**src/rtl/key_event_decoder.sv**
```systemverilog
// key_event_decoder: turns a debounced active-low key level into single-cycle
// UI events (press, release, click, double click, long press, auto-repeat)
// plus a held-level flag. All timing is counted in clock cycles.
module key_event_decoder #(
  parameter int N         = 32,
  parameter int FREQ      = 50,
  parameter int LONG_MS   = 1000,
  parameter int REPEAT_MS = 200,
  parameter int DCLICK_MS = 300
) (
  input  logic clk,
  input  logic rst_n,
  input  logic key_in,
  output logic key_press,
  output logic key_release,
  output logic key_click,
  output logic key_dclick,
  output logic key_long,
  output logic key_repeat,
  output logic key_held
);

  localparam int LONG_CYC = LONG_MS * 1000 * FREQ;
  localparam int REP_CYC  = REPEAT_MS * 1000 * FREQ;
  localparam int DCL_CYC  = DCLICK_MS * 1000 * FREQ;

  // Terminal counter values: the event fires when cnt reaches CYC-1.
  localparam logic [N-1:0] LONG_LAST = N'(LONG_CYC - 1);
  localparam logic [N-1:0] REP_LAST  = N'(REP_CYC - 1);
  localparam logic [N-1:0] DCL_LAST  = N'(DCL_CYC - 1);

  typedef enum logic [2:0] {
    S_IDLE   = 3'd0,
    S_PRESS1 = 3'd1,
    S_WAIT2  = 3'd2,
    S_PRESS2 = 3'd3,
    S_LONG   = 3'd4
  } state_t;

  state_t       state_r, next_state_s;
  logic [N-1:0] cnt_r, cnt_next_s;
  logic         d0_r, d1_r, fall_r, rise_r;
  logic         cnt_clr_s, held_s;
  logic         press_s, release_s, click_s, dclick_s, long_s, repeat_s;
  logic         press_r, release_r, click_r, dclick_r, long_r, repeat_r, held_r;

  // Key level history and edge flags; the edge flags are registered so an
  // input change shows up on the event outputs two edges after it is sampled.
  always_ff @(posedge clk or negedge rst_n) begin
    if (!rst_n) begin
      d0_r   <= 1'b1;
      d1_r   <= 1'b1;
      fall_r <= 1'b0;
      rise_r <= 1'b0;
    end else begin
      d0_r   <= key_in;
      d1_r   <= d0_r;
      fall_r <= d1_r & ~d0_r;
      rise_r <= ~d1_r & d0_r;
    end
  end

  // Next-state and event decode; an edge always beats a counter terminal value.
  always_comb begin
    next_state_s = state_r;
    cnt_clr_s    = 1'b0;
    press_s      = 1'b0;
    release_s    = 1'b0;
    click_s      = 1'b0;
    dclick_s     = 1'b0;
    long_s       = 1'b0;
    repeat_s     = 1'b0;
    case (state_r)
      S_IDLE: begin
        if (fall_r) begin
          next_state_s = S_PRESS1;
          press_s      = 1'b1;
        end else begin
          next_state_s = S_IDLE;
        end
      end
      S_PRESS1: begin
        if (rise_r) begin
          next_state_s = S_WAIT2;
          release_s    = 1'b1;
        end else if (cnt_r == LONG_LAST) begin
          next_state_s = S_LONG;
          long_s       = 1'b1;
        end else begin
          next_state_s = S_PRESS1;
        end
      end
      S_WAIT2: begin
        if (fall_r) begin
          next_state_s = S_PRESS2;
          press_s      = 1'b1;
        end else if (cnt_r == DCL_LAST) begin
          next_state_s = S_IDLE;
          click_s      = 1'b1;
        end else begin
          next_state_s = S_WAIT2;
        end
      end
      S_PRESS2: begin
        if (rise_r) begin
          next_state_s = S_IDLE;
          release_s    = 1'b1;
          dclick_s     = 1'b1;
        end else if (cnt_r == LONG_LAST) begin
          // Holding the second press turns it into a long press; the pending
          // click is dropped for good.
          next_state_s = S_LONG;
          long_s       = 1'b1;
        end else begin
          next_state_s = S_PRESS2;
        end
      end
      S_LONG: begin
        if (rise_r) begin
          next_state_s = S_IDLE;
          release_s    = 1'b1;
        end else if (cnt_r == REP_LAST) begin
          next_state_s = S_LONG;
          repeat_s     = 1'b1;
          cnt_clr_s    = 1'b1;
        end else begin
          next_state_s = S_LONG;
        end
      end
      default: begin
        next_state_s = S_IDLE;
      end
    endcase
  end

  // Counter: cleared on every transition or repeat, runs in every non-idle state.
  always_comb begin
    cnt_next_s = {N{1'b0}};
    if ((next_state_s != state_r) || cnt_clr_s) begin
      cnt_next_s = {N{1'b0}};
    end else if (state_r == S_IDLE) begin
      cnt_next_s = {N{1'b0}};
    end else begin
      cnt_next_s = cnt_r + N'(1'b1);
    end
  end

  // Held flag follows the state the FSM is about to enter.
  always_comb begin
    held_s = 1'b0;
    case (next_state_s)
      S_PRESS1, S_PRESS2, S_LONG: held_s = 1'b1;
      default:                    held_s = 1'b0;
    endcase
  end

  // State and counter registers.
  always_ff @(posedge clk or negedge rst_n) begin
    if (!rst_n) begin
      state_r <= S_IDLE;
      cnt_r   <= {N{1'b0}};
    end else begin
      state_r <= next_state_s;
      cnt_r   <= cnt_next_s;
    end
  end

  // Output registers: every pulse is exactly one cycle wide.
  always_ff @(posedge clk or negedge rst_n) begin
    if (!rst_n) begin
      press_r   <= 1'b0;
      release_r <= 1'b0;
      click_r   <= 1'b0;
      dclick_r  <= 1'b0;
      long_r    <= 1'b0;
      repeat_r  <= 1'b0;
      held_r    <= 1'b0;
    end else begin
      press_r   <= press_s;
      release_r <= release_s;
      click_r   <= click_s;
      dclick_r  <= dclick_s;
      long_r    <= long_s;
      repeat_r  <= repeat_s;
      held_r    <= held_s;
    end
  end

  assign key_press   = press_r;
  assign key_release = release_r;
  assign key_click   = click_r;
  assign key_dclick  = dclick_r;
  assign key_long    = long_r;
  assign key_repeat  = repeat_r;
  assign key_held    = held_r;

endmodule

```
**config.mk**
```make
export PLATFORM = sky130hd
export DESIGN_NAME = key_event_decoder
export DESIGN_NICKNAME = d
export VERILOG_FILES = /design/src/rtl/key_event_decoder.sv
export SDC_FILE = /design/constraint.sdc
export NUM_CORES = 1
export LEC_CHECK = 0
export ABC_AREA = 1
export CAP_MARGIN = 20
export CORE_MARGIN = 4
export CORE_UTILIZATION = 61
export CTS_BUF_LIST = sky130_fd_sc_hd__clkbuf_16
export CTS_CLUSTER_SIZE = 16
export DETAILED_ROUTE_END_ITERATION = 8
export GPL_TIMING_DRIVEN = 0
export PLACE_DENSITY = 0.79
export SYNTH_ARGS = -nofsm -noshare
export SYNTH_HDL_FRONTEND = slang
export SYNTH_SLANG_ARGS = --single-unit
```
**constraint.sdc**
```tcl
create_clock -name clk -period 2 [get_ports clk]
set_input_delay 0.4 -clock clk [delete_from_list [all_inputs] [get_ports clk]]
set_output_delay 0.4 -clock clk [all_outputs]
set_load 0.01 [all_outputs]
```
# After elaboration in Yosys (flattened, before gate mapping)
# Cells that the tools add are included.
# op_classes
n_reduce_logical	6
bitwise	4
muxes	26
add_sub_neg	1
n_eq_ne	11
# ops
op	count
$eq A32 B24 Y1 const B	2
$mux W32	2
$add A32 B1 Y32 const B	1
$eq A32 B26 Y1 const B	1
$mux W1	16
$mux W3	5
$pmux W3 S5	1
$eq A3 B2 Y1 const B	3
$eq A3 B1 Y1 const B	2
$eq A3 B3 Y1 const B	2
$reduce_or A3 Y1	2
$mux W2	2
$reduce_or A2 Y1	2
$logic_not A3 Y1	1
$ne A3 B3 Y1	1
$and A1 B1 Y1	2
$not A1 Y1	2
$logic_or A1 B1 Y1	1
# word_totals
in_bits	3
out_inout_bits	7
elab_cells	61
ff_bits	46

# Longest topological paths before layout
# Gate-level depths: netlist (run 1).
# logic_depth
depth_word	7
mapped_depth	14
mapped_depth_nobuf	12

# Least setup slack after synthesis (run 1)
# Ideal clock, no wire load.
# synth_path
kind	reg-to-reg
startpoint	reg cnt_r[0]
endpoint	reg cnt_r[7]
period_less_slack_ns	1.705
n_path_buf	1
path_slack_ns	0.295
setup_ns	0.132
t_arrival_ns	1.573
t_required_ns	1.868
path_stages_with_launch	12
cell_sequence	dfrtp_1 ha_1 nand2_2 nor2_8 nand2_2 nor2_2 nand2_2 nand3_2 nand4_1 nand3_4 buf_12 nor2_2
# synth_via
elab_chain_cells	7
word_cells_on_any_way	18
cone_classes	1 x add/sub; 4 x eq/ne; 12 x mux; 1 x reduce/logical
# synth_rtl
element	line	rtl
start, declared	41	logic [N-1:0] cnt_r, cnt_next_s;
start signal, assigned	161	cnt_r <= {N{1'b0}};
start signal, assigned	164	cnt_r <= cnt_next_s;
$eq A32 B26 Y1 or $eq A32 B24 Y1 (tied branches)	86, 109, 97	
$mux W3, or another cell as far along	109	end else if (cnt_r == LONG_LAST) begin
$mux W3, or another cell as far along	105	if (rise_r) begin
$pmux W3 S5	73	case (state_r)
$ne A3 B3 Y1	139	if ((next_state_s != state_r) || cnt_clr_s) begin
$logic_or A1 B1 Y1	139	
$mux W32 (*)	139	
named net cnt_next_s[7]	41	
# Mark *: on every way through the listed nets, which the timed path passes. The rest lies on a longest branch.

# Worst setup path after layout (run 1)
# layout_path
startpoint	reg cnt_r[0]
endpoint	reg cnt_r[26]
# Same word-level chain as after synthesis.

==> impl_metrics.env, run 1 <==
export IMPL_run_status="finished clean"
export IMPL_skew_ps=3.442
export IMPL_drtIter0Drc=412
export IMPL_place_gp_congestion=1.036
export IMPL_grt_max_degree=25
export IMPL_core_um2=4474
export IMPL_clkSinkCount=46
export IMPL_cts_tree="yes"
export IMPL_wl_per_cell_um=16.53
export IMPL_antenna_found_initial=0
export IMPL_synthDistinctLibCells=32
export IMPL_final_nets=434
export IMPL_grt_first_pass_wirelength_mm=12.52
export IMPL_via_count=2852
export IMPL_final_cell_mix="84 x nand2_1, 54 x nand3_1, 52 x nor2_1, 51 x inv_1, 43 x dfrtp_1"
export IMPL_fillerInstances=344
export IMPL_final_common_cell="nand2_1"
export IMPL_row_count=24
export IMPL_slew_headroom_pct=58.62
export IMPL_synth_cells=408
export IMPL_dieWidth_um=76.85
export IMPL_cts_root_buf="clkbuf_16"
export IMPL_netlist_area_um2=2892
export IMPL_drc=0
export IMPL_yosysSeqAreaShare_pct=39.90
export IMPL_critPathKind="reg -> reg"
export IMPL_dp_worst_setup_slack_ps=-26.01
export IMPL_endpoint_kind="flop"
export IMPL_port_buffers=9
export IMPL_fmax_ghz=0.5166
export IMPL_worst_hold_slack_ps=85.39
export IMPL_power_uw=2501
export IMPL_dieArea_um2=5906
export IMPL_io_pins=10
export IMPL_die_y_um=76.85
export IMPL_cp_start_kind="flop"
export IMPL_min_period_over_period_pct=96.79
export IMPL_antenna_left=0
export IMPL_met2WireLength_mm=3.773
export IMPL_ys_seq_elements=46
export IMPL_diodes=0
export IMPL_setup_viol=0
export IMPL_cts_buffer_depth=2
export IMPL_h_tree_depth=2
export IMPL_grt_overflow=0
export IMPL_routed_top_layer="met4"
export IMPL_max_vdd_ir_drop_uv=471.3
export IMPL_drive_gt1_share_pct=18.56
export IMPL_rsz0062_at_grt="true"
export IMPL_critPathRequiredTime_ps=2180
export IMPL_hold_buffers=0
export IMPL_hpwl_mm=5.752
export IMPL_dr_wl_met3_um=787
export IMPL_fin_tns_setup_ps=0
export IMPL_numCtsBuffers=5
export IMPL_layout_setup_ws_ps=64.16
export IMPL_grt_pass1_vias=2634
export IMPL_path_clk_slew_ps=60
export IMPL_maxCapViolations=0
export IMPL_track_usage_pct=26.94
export IMPL_p_leak_uw=0.001537
export IMPL_vias_per_cell=5.905
export IMPL_synth_fp_nets=412
export IMPL_final_util_pct=74.92
export IMPL_met1Wirelength_mm=3.197
export IMPL_final_hold_viol_count=0
export IMPL_period_minus_slack_ps=1936
export IMPL_slew_viol_final=0
export IMPL_area_growth_pct=15.92
export IMPL_ys_warn_count=0
export IMPL_drtPass1Iterations=6
export IMPL_critPathArrivalTime_ps=2110
export IMPL_insertion_delay_ps=290
export IMPL_worstMarginPinSlew_ps=620.7
export IMPL_powerDensity_nw_per_um2=746.0
export IMPL_initial_utilization_pct=64.63
export IMPL_hold_path_class="in -> async"
export IMPL_crit_path_max_fanout=7
export IMPL_avgSynthCellArea_um2=7.087
export IMPL_drt_total_wl_mm=7.986
[state kept, by name (all words and copies together) (netlist names)]
register,count
key_repeat,1
key_held,1
d1_r,1
key_dclick,1
key_long,1
key_release,1
fall_r,1
cnt_r,32
state_r,3
rise_r,1
d0_r,1
key_click,1
key_press,1
[area by class of cell]
class                   instances  area, µm²  share of cell area (%)
clock buffers                   5      125.1                   3.733
repair buffers                 15      182.7                   5.450
flip-flops and latches         46       1155                   34.45
well taps                      52      65.06                   1.941
clock inverters                 3      16.27                  0.4853
multi-input cells             300       1530                   45.65
plain buffers                   9      78.83                   2.352
inverters                      53      198.9                   5.935
[worst max-delay path: stages (launching register included)]
cell       delay, ps
dfrtp_1          400
ha_4             170
nand2_4           70
nor2_8           180
nand2_2          100
nor2_2           150
nand2_2           80
nand3_2           70
nand4_1          150
nand3_4          230
clkbuf_16        200
nor2_2            40
[per-layer routing]
metal,track usage (%),vias up
li1,-,1358
met1,35.44,1308
met2,42.94,161
met3,6.323,25
met4,10.51,0
met5,0,-
[power breakdown]
part	switching (µW)	internal, µW
Clock	344	456
Combinational	410	271
Sequential	43.0	976
[through the flow]
| stage | instance area (µm²) | std cells |
|---|---|---|
| floorplan | 2892 | 408 |
| global placement | 3047 | 469 |
| detailed placement | 3069 | 470 |
| CTS | 3216 | 478 |
| global route | 3352 | 483 |
| finish | 3352 | 483 |
[Yosys cell counts]
library cell | number | area [µm²]
nand3_1 | 57 | 285.3
nand3b_1 | 3 | 22.52
buf_4 | 1 | 7.510
o211ai_1 | 3 | 22.52
o31ai_1 | 2 | 15.01
clkbuf_2 | 2 | 10.01
inv_1 | 51 | 191.4
buf_12 | 1 | 20.02
a21boi_0 | 1 | 7.510
nand2_2 | 7 | 43.79
nand4_1 | 12 | 75.07
o311ai_0 | 1 | 8.760
nand3_2 | 1 | 10.01
nor4_1 | 4 | 25.02
buf_6 | 2 | 22.52
nor3b_1 | 1 | 7.510
inv_2 | 2 | 7.510
nor3_2 | 2 | 20.02
nor2_4 | 1 | 11.26
dfrtp_1 | 44 | 1101
nand3_4 | 1 | 17.52
nand2_1 | 84 | 315.3
nor2_2 | 17 | 106.4
nor2_8 | 1 | 20.02
or2_2 | 11 | 68.82
clkbuf_1 | 3 | 11.26
a21oi_1 | 1 | 5.000
ha_1 | 1 | 12.51
o21ai_0 | 9 | 45.04
nor3_1 | 18 | 90.09
nor2_1 | 62 | 232.7
dfstp_2 | 2 | 52.55
[cells by family (layout without fill, tap and decap cells)]
group           count (synthesis)  count (layout)  share of synthesized area [%]
fa+ha+maj                       1               1                         0.4326
compound gates                 17              17                          3.591
buf+inv                        62              85                          9.347
simple gates                  282             282                          46.73
flops                          46              46                          39.90
[final timing paths]
path / start / end / slack (ps) / depth (start not counted)
worst max register to register: cnt_r[0] / cnt_r[26] / 60 / 11
min in group clk: d0_r / d1_r / 380 / 0
max in group asynchronous: rst_n / d1_r / 1340 / 2
worst max-delay path: cnt_r[0] / cnt_r[26] / 60 / 11
worst min register to register: d0_r / d1_r / 380 / 0
worst min-delay path: rst_n / cnt_r[16] / 90 / 1
[repair_timing]
item / in CTS / in global routing
pin swaps: 0 / 5
buffers inserted: 0 / 3
gates resized for setup: 2 / 19
endpoints found under the setup margin: 21 / 31
gates cloned: 0 / 2
No activity file was read; power rests on OpenSTA's default activity.
==> run 2: changes to the inputs <==
CORE_UTILIZATION = 63   (was 61)
CTS_BUF_LIST = sky130_fd_sc_hd__clkbuf_4 sky130_fd_sc_hd__clkbuf_8   (was sky130_fd_sc_hd__clkbuf_16)
MAX_ROUTING_LAYER = met4   (was unset)
PLACE_DENSITY = 0.82   (was 0.79)
==> run 2 against run 1 <==
Clock skew is 6.4 ps higher. Maximum frequency grew 0.55%. Final cell count grew 0.41%. Non-clock buffer count rose by 2. Critical path depth up 2. First-iteration DRC count fell by 2.4%. Combinational power up 2%. Total power shrank 4.3%. Sequential cell count stayed put. Core utilization is 1.7 points higher. Routed wire length shrank 1.3%. Critical path type unchanged.
==> impl_metrics.env, run 2 (synthesis results as in run 1) <==
export IMPL_slew_headroom_pct=58.43
export IMPL_fillerInstances=333
export IMPL_crit_family="simple AND/OR/NAND/NOR gates"
export IMPL_drtPass1Iterations=5
export IMPL_initial_utilization_pct=65.95
export IMPL_grt_first_pass_wirelength_mm=12.00
export IMPL_multiInputGateArea_um2=1550
export IMPL_grt_overflow=0
export IMPL_dpl_cell_area_um2=3069
export IMPL_r2r_start="cnt_r[0]"
export IMPL_grt_busiest_layer="met2"
export IMPL_cp_startpoint="cnt_r[0]"
export IMPL_endpoint_kind="flop"
export IMPL_final_common_cell="nand2_1"
export IMPL_core_um2=4384
export IMPL_largest_register="cnt_r"
export IMPL_dp_cells=470
export IMPL_hpwl_mm=5.729
export IMPL_critPathRequiredTime_ps=2240
export IMPL_io_pins=10
export IMPL_crit_path_max_fanout=7
export IMPL_port_buffers=9
export IMPL_dieArea_um2=5737
export IMPL_track_usage_pct=29.53
export IMPL_period_minus_slack_ps=1925
export IMPL_area_growth_pct=16.23
export IMPL_p_leak_uw=0.001561
export IMPL_fmax_ghz=0.5194
export IMPL_drtIter0Drc=402
export IMPL_min_period_over_period_pct=96.26
export IMPL_critPathKind="reg -> reg"
export IMPL_vias_per_cell=5.874
export IMPL_dp_worst_setup_slack_ps=-74.86
export IMPL_cts_tree="yes"
export IMPL_slew_viol_final=0
export IMPL_numCtsBuffers=5
export IMPL_final_nets=436
export IMPL_hold_path_class="in -> async"
export IMPL_final_hold_viol_count=0
export IMPL_run_status="finished clean"
export IMPL_worstMarginPinSlew_ps=623.6
export IMPL_drc=0
export IMPL_via_count=2849
export IMPL_slowest_stage="dfrtp_1"
export IMPL_cpPeakStageDelay_ps=420
export IMPL_reg_top3="cnt_r (32), state_r (3)"
export IMPL_ff_latch_area_um2=1156
export IMPL_setup_viol=0
export IMPL_path_clk_slew_ps=90
export IMPL_grt_max_degree=25
export IMPL_die_y_um=75.75
export IMPL_row_count=24
export IMPL_diodes=0
export IMPL_insertion_delay_ps=300
export IMPL_antenna_left=0
export IMPL_drt_total_wl_mm=7.885
export IMPL_cp_start_kind="flop"
export IMPL_cts_root_buf="clkbuf_8"
export IMPL_worst_hold_slack_ps=88.28
export IMPL_drive_gt1_share_pct=19.17
export IMPL_fin_cells=485
export IMPL_wl_per_cell_um=16.26
export IMPL_place_gp_congestion=0.9372
export IMPL_largest_reg_flops=32
export IMPL_antenna_found_initial=0
export IMPL_h_tree_depth=2
export IMPL_grt_pass1_vias=2472
export IMPL_use_met2_pct=43.73
export IMPL_fin_area_um2=3361
export IMPL_critical_path_buf_inv_count=2
export IMPL_max_vdd_ir_drop_uv=710.3
export IMPL_skew_ps=9.816
export IMPL_maxCapViolations=0
export IMPL_powerDensity_nw_per_um2=712.3
export IMPL_critPathArrivalTime_ps=2160
export IMPL_layout_setup_ws_ps=74.75
export IMPL_clkSinkCount=46
export IMPL_met1_usage_pct=39.78
export IMPL_cts_buffer_depth=2
export IMPL_grt_met3_usage_pct=6.464
export IMPL_final_cell_mix="82 x nand2_1, 56 x nor2_1, 55 x nand3_1, 50 x inv_1, 42 x dfrtp_1"
export IMPL_crit_chain="ha_4 -> nand2_4 -> nor2_8 -> nand2_2 -> nor2_4 -> nand2_2 -> nand3_1 -> nand2_1 -> inv_2 -> nor2_4 -> nand3_4 -> clkbuf_16 -> nor2_1"
export IMPL_dieWidth_um=75.75
export IMPL_hold_buffers=0
[run 2: cell count changes in the layout (fill, tap and decap cells not counted), sizes merged]
cell	previous run	this run
buf	8	11
bufinv	0	1
clkbuf	13	12
clkinvlp	1	0
[run 2: cell type report]
cell class / instances / area share, %
Clock buffer: 5 / 2.048
Sequential cell: 46 / 34.40
Clock inverter: 3 / 1.191
Timing Repair Buffer: 17 / 5.957
Multi-Input combinational cell: 300 / 46.13
Buffer: 9 / 2.420
Tap cell: 52 / 1.936
Inverter: 53 / 5.920
[run 2: power breakdown]
group	internal (µW)	total [µW]	leakage [µW]	switching [µW]
clock network	368	686	0.0000579	319
logic	284	692	0.000880	408
registers	974	1020	0.000623	41.1
[run 2: timing repair]
action / CTS / global route
pin swaps: 2 / 6
setup buffers: 2 / 3
endpoints found under the setup margin: 30 / 32
cloned: 0 / 2
resized for setup: 3 / 25
[run 2: per-stage QoR]
step           TNS, ps  util [%]  power [µW]
6_report             0     76.66        2394
5_1_grt         -42.57     76.66        2497
4_1_cts              0     73.17        2279
3_5_place_dp     -1736     70.01        1564
3_3_place_gp    -27900     69.49        1547
2_1_floorplan        0         -        1393
[run 2: worst reg2reg max path: stages (launching register included)]
cell       delay, ps
dfrtp_1          420
ha_4             180
nand2_4           90
nor2_8            50
nand2_2          110
nor2_4            50
nand2_2           70
nand3_1          100
nand2_1           90
inv_2             40
nor2_4           110
nand3_4          200
clkbuf_16        230
nor2_1           100
[run 2: final timing paths]
check | endpoint | slack, ps | cells past startpoint
hold / removal | cnt_r[10] | 90 | 1
min in group clk | d1_r | 380 | 0
hold reg to reg | d1_r | 380 | 0
max in group asynchronous | d1_r | 1310 | 2
setup / recovery | cnt_r[23] | 70 | 13
setup reg to reg | cnt_r[23] | 70 | 13
[run 2: per-layer routing]
layer	wire (µm)	part of all wire [%]
met5	0	0
met4	233	3.0
met3	618	7.8
met2	3585	45
met1	3449	44
==> run 3: changes to the inputs <==
GPL_TIMING_DRIVEN = unset   (was 0)
==> run 3 against run 2 <==
Core utilization decreased by 4.2 points. Setup slack improved by 18 ps. Sequential power barely moved. Clock power is 14% lower. Highest routed layer unchanged. Via count shrank 5.0%. Clock skew fell by 3.9 ps. Routed wire length down 11%. Sequential share of layout area up 1.9 points. Critical endpoint is now cnt_r[20]. Count of clock-buffer cells in the layout increased by 1.
==> impl_metrics.env, run 3 (synthesis results as in run 1) <==
export IMPL_drive_gt1_share_pct=15.44
export IMPL_drc=0
export IMPL_grt_max_degree=33
export IMPL_dieArea_um2=5737
export IMPL_antenna_found_initial=0
export IMPL_rsz0062_at_grt="false"
export IMPL_ff_latch_area_um2=1154
export IMPL_cts_tree="yes"
export IMPL_drtPass1Iterations=5
export IMPL_largest_reg_flops=32
export IMPL_critical_path_buf_inv_count=2
export IMPL_slew_headroom_pct=65.24
export IMPL_crit_family="simple AND/OR/NAND/NOR gates"
export IMPL_min_period_over_period_pct=95.34
export IMPL_port_buffers=9
export IMPL_worstMarginPinSlew_ps=521.5
export IMPL_grt_first_pass_wirelength_mm=11.53
export IMPL_grt_overflow=0
export IMPL_grt_pass1_vias=2483
export IMPL_hpwl_mm=5.274
export IMPL_final_cell_mix="83 x nand2_1, 60 x nor2_1, 57 x nand3_1, 51 x inv_1, 44 x dfrtp_1"
export IMPL_cts_buffer_depth=2
export IMPL_fin_tns_setup_ps=0
export IMPL_max_vdd_ir_drop_uv=342.8
export IMPL_vias_per_cell=5.721
export IMPL_die_y_um=75.75
export IMPL_place_gp_congestion=1.018
export IMPL_dp_cells=465
export IMPL_largest_register="cnt_r"
export IMPL_final_common_cell="nand2_1"
export IMPL_area_growth_pct=9.866
export IMPL_h_tree_depth=2
export IMPL_row_count=24
export IMPL_hold_path_class="in -> async"
export IMPL_fin_area_um2=3177
export IMPL_fillerInstances=359
export IMPL_drt_total_wl_mm=7.015
export IMPL_antenna_left=0
export IMPL_cts_root_buf="clkbuf_8"
export IMPL_cp_start_kind="flop"
export IMPL_core_um2=4384
export IMPL_final_hold_viol_count=0
export IMPL_critPathArrivalTime_ps=2100
export IMPL_skew_ps=5.884
export IMPL_reg_top3="cnt_r (32), state_r (3)"
export IMPL_via_count=2706
export IMPL_maxCapViolations=0
export IMPL_drtIter0Drc=333
export IMPL_io_pins=10
export IMPL_path_clk_slew_ps=90
export IMPL_rrSetupSlack_ps=90
export IMPL_reg2reg_depth=11
export IMPL_fin_cells=473
export IMPL_p_leak_uw=0.001439
export IMPL_setup_viol=0
export IMPL_dpl_cell_area_um2=3045
export IMPL_run_status="finished clean"
export IMPL_critPathRequiredTime_ps=2190
export IMPL_crit_path_max_fanout=19
export IMPL_crit_path_frequent_cell="nor2_1"
export IMPL_dieWidth_um=75.75
export IMPL_slew_viol_final=0
export IMPL_r2r_start="cnt_r[29]"
export IMPL_multiInputGateArea_um2=1504
export IMPL_diodes=0
export IMPL_slowest_stage="dfrtp_1"
export IMPL_insertion_delay_ps=300
export IMPL_period_minus_slack_ps=1907
export IMPL_critPathKind="reg -> reg"
export IMPL_numCtsBuffers=5
export IMPL_powerDensity_nw_per_um2=670.9
export IMPL_fmax_ghz=0.5244
export IMPL_crit_chain="inv_1 -> nand2_1 -> nor2_1 -> nand3_1 -> nor2_1 -> nand3_1 -> nand2_1 -> nand4_1 -> nand3_4 -> buf_12 -> nor2_1"
export IMPL_cpPeakStageDelay_ps=420
export IMPL_wl_per_cell_um=14.83
export IMPL_endpoint_kind="flop"
export IMPL_r2r_end="cnt_r[20]"
export IMPL_final_util_pct=72.46
export IMPL_initial_utilization_pct=65.95
export IMPL_clkSinkCount=46
export IMPL_track_usage_pct=27.64
export IMPL_final_nets=424
-- run 3: changes by cell type in the layout (fill, tap and decap cells not counted), sizes merged --
cell / before / now
bufinv: 1 / 0
clkinv: 2 / 1
buf: 11 / 6
clkbuf: 12 / 6
clkinvlp: 0 / 1
-- run 3: worst max path at each step --
| stage | startpoint | slack [ps] | cells after the start | endpoint |
|---|---|---|---|---|
| floorplan | cnt_r[0] | 300 | 11 | cnt_r[7] |
| global placement | cnt_r[29] | 160 | 11 | cnt_r[11] |
| detailed placement | cnt_r[0] | 100 | 11 | cnt_r[20] |
| CTS | cnt_r[0] | 60 | 11 | cnt_r[25] |
| global route | cnt_r[0] | 6 | 9 | cnt_r[30] |
| finish | cnt_r[29] | 90 | 11 | cnt_r[20] |
-- run 3: final cells by class --
class                      instances  share of cell area, %
multi-input combinational        300                  47.34
clock buffer                       6                  2.599
timing repair buffer              14                  5.041
clock inverter                     2                 0.3939
sequential                        46                  36.31
inverter                          53                  6.262
tap                               52                  2.048
-- run 3: metal layers --
layer	up-vias	global-route usage, %	part of all wire (%)
li1	1340	-	-
met1	1202	37.47	44
met2	146	42.21	46
met3	18	3.298	7.6
met4	0	10.49	2.0
met5	-	-	0
-- run 3: power breakdown --
group,switching (µW),total [µW],internal [µW]
Clock,314,592,278
Combinational,341,521,180
Sequential,43.9,1020,974
-- run 3: worst reg2reg max path: stages, from the launching register on --
cell and delay (ps):
dfrtp_1 420, inv_1 80, nand2_1 50, nor2_1 220, nand3_1 200, nor2_1 170, nand3_1 80, nand2_1 80
nand4_1 130, nand3_4 120, buf_12 180, nor2_1 70
-- run 3: what timing repair did --
item / 4_1_cts / 5_1_grt
setup endpoints to repair: 0 / 32
hold buffers: 0 / 0
resized for setup: 0 / 9
setup buffers: 0 / 0
hold endpoints to repair: 0 / 0
-- run 3: per-stage QoR --
stage,total power (µW),hold slack (ps),setup slack [ps]
after global routing,2236,87.66,6.028
final,2131,62.16,93.17
after CTS,2126,74.33,56.87
after global placement,1526,364.6,156.5
after floorplan,1393,104.4,295.4
after detailed placement,1535,368.6,103.6
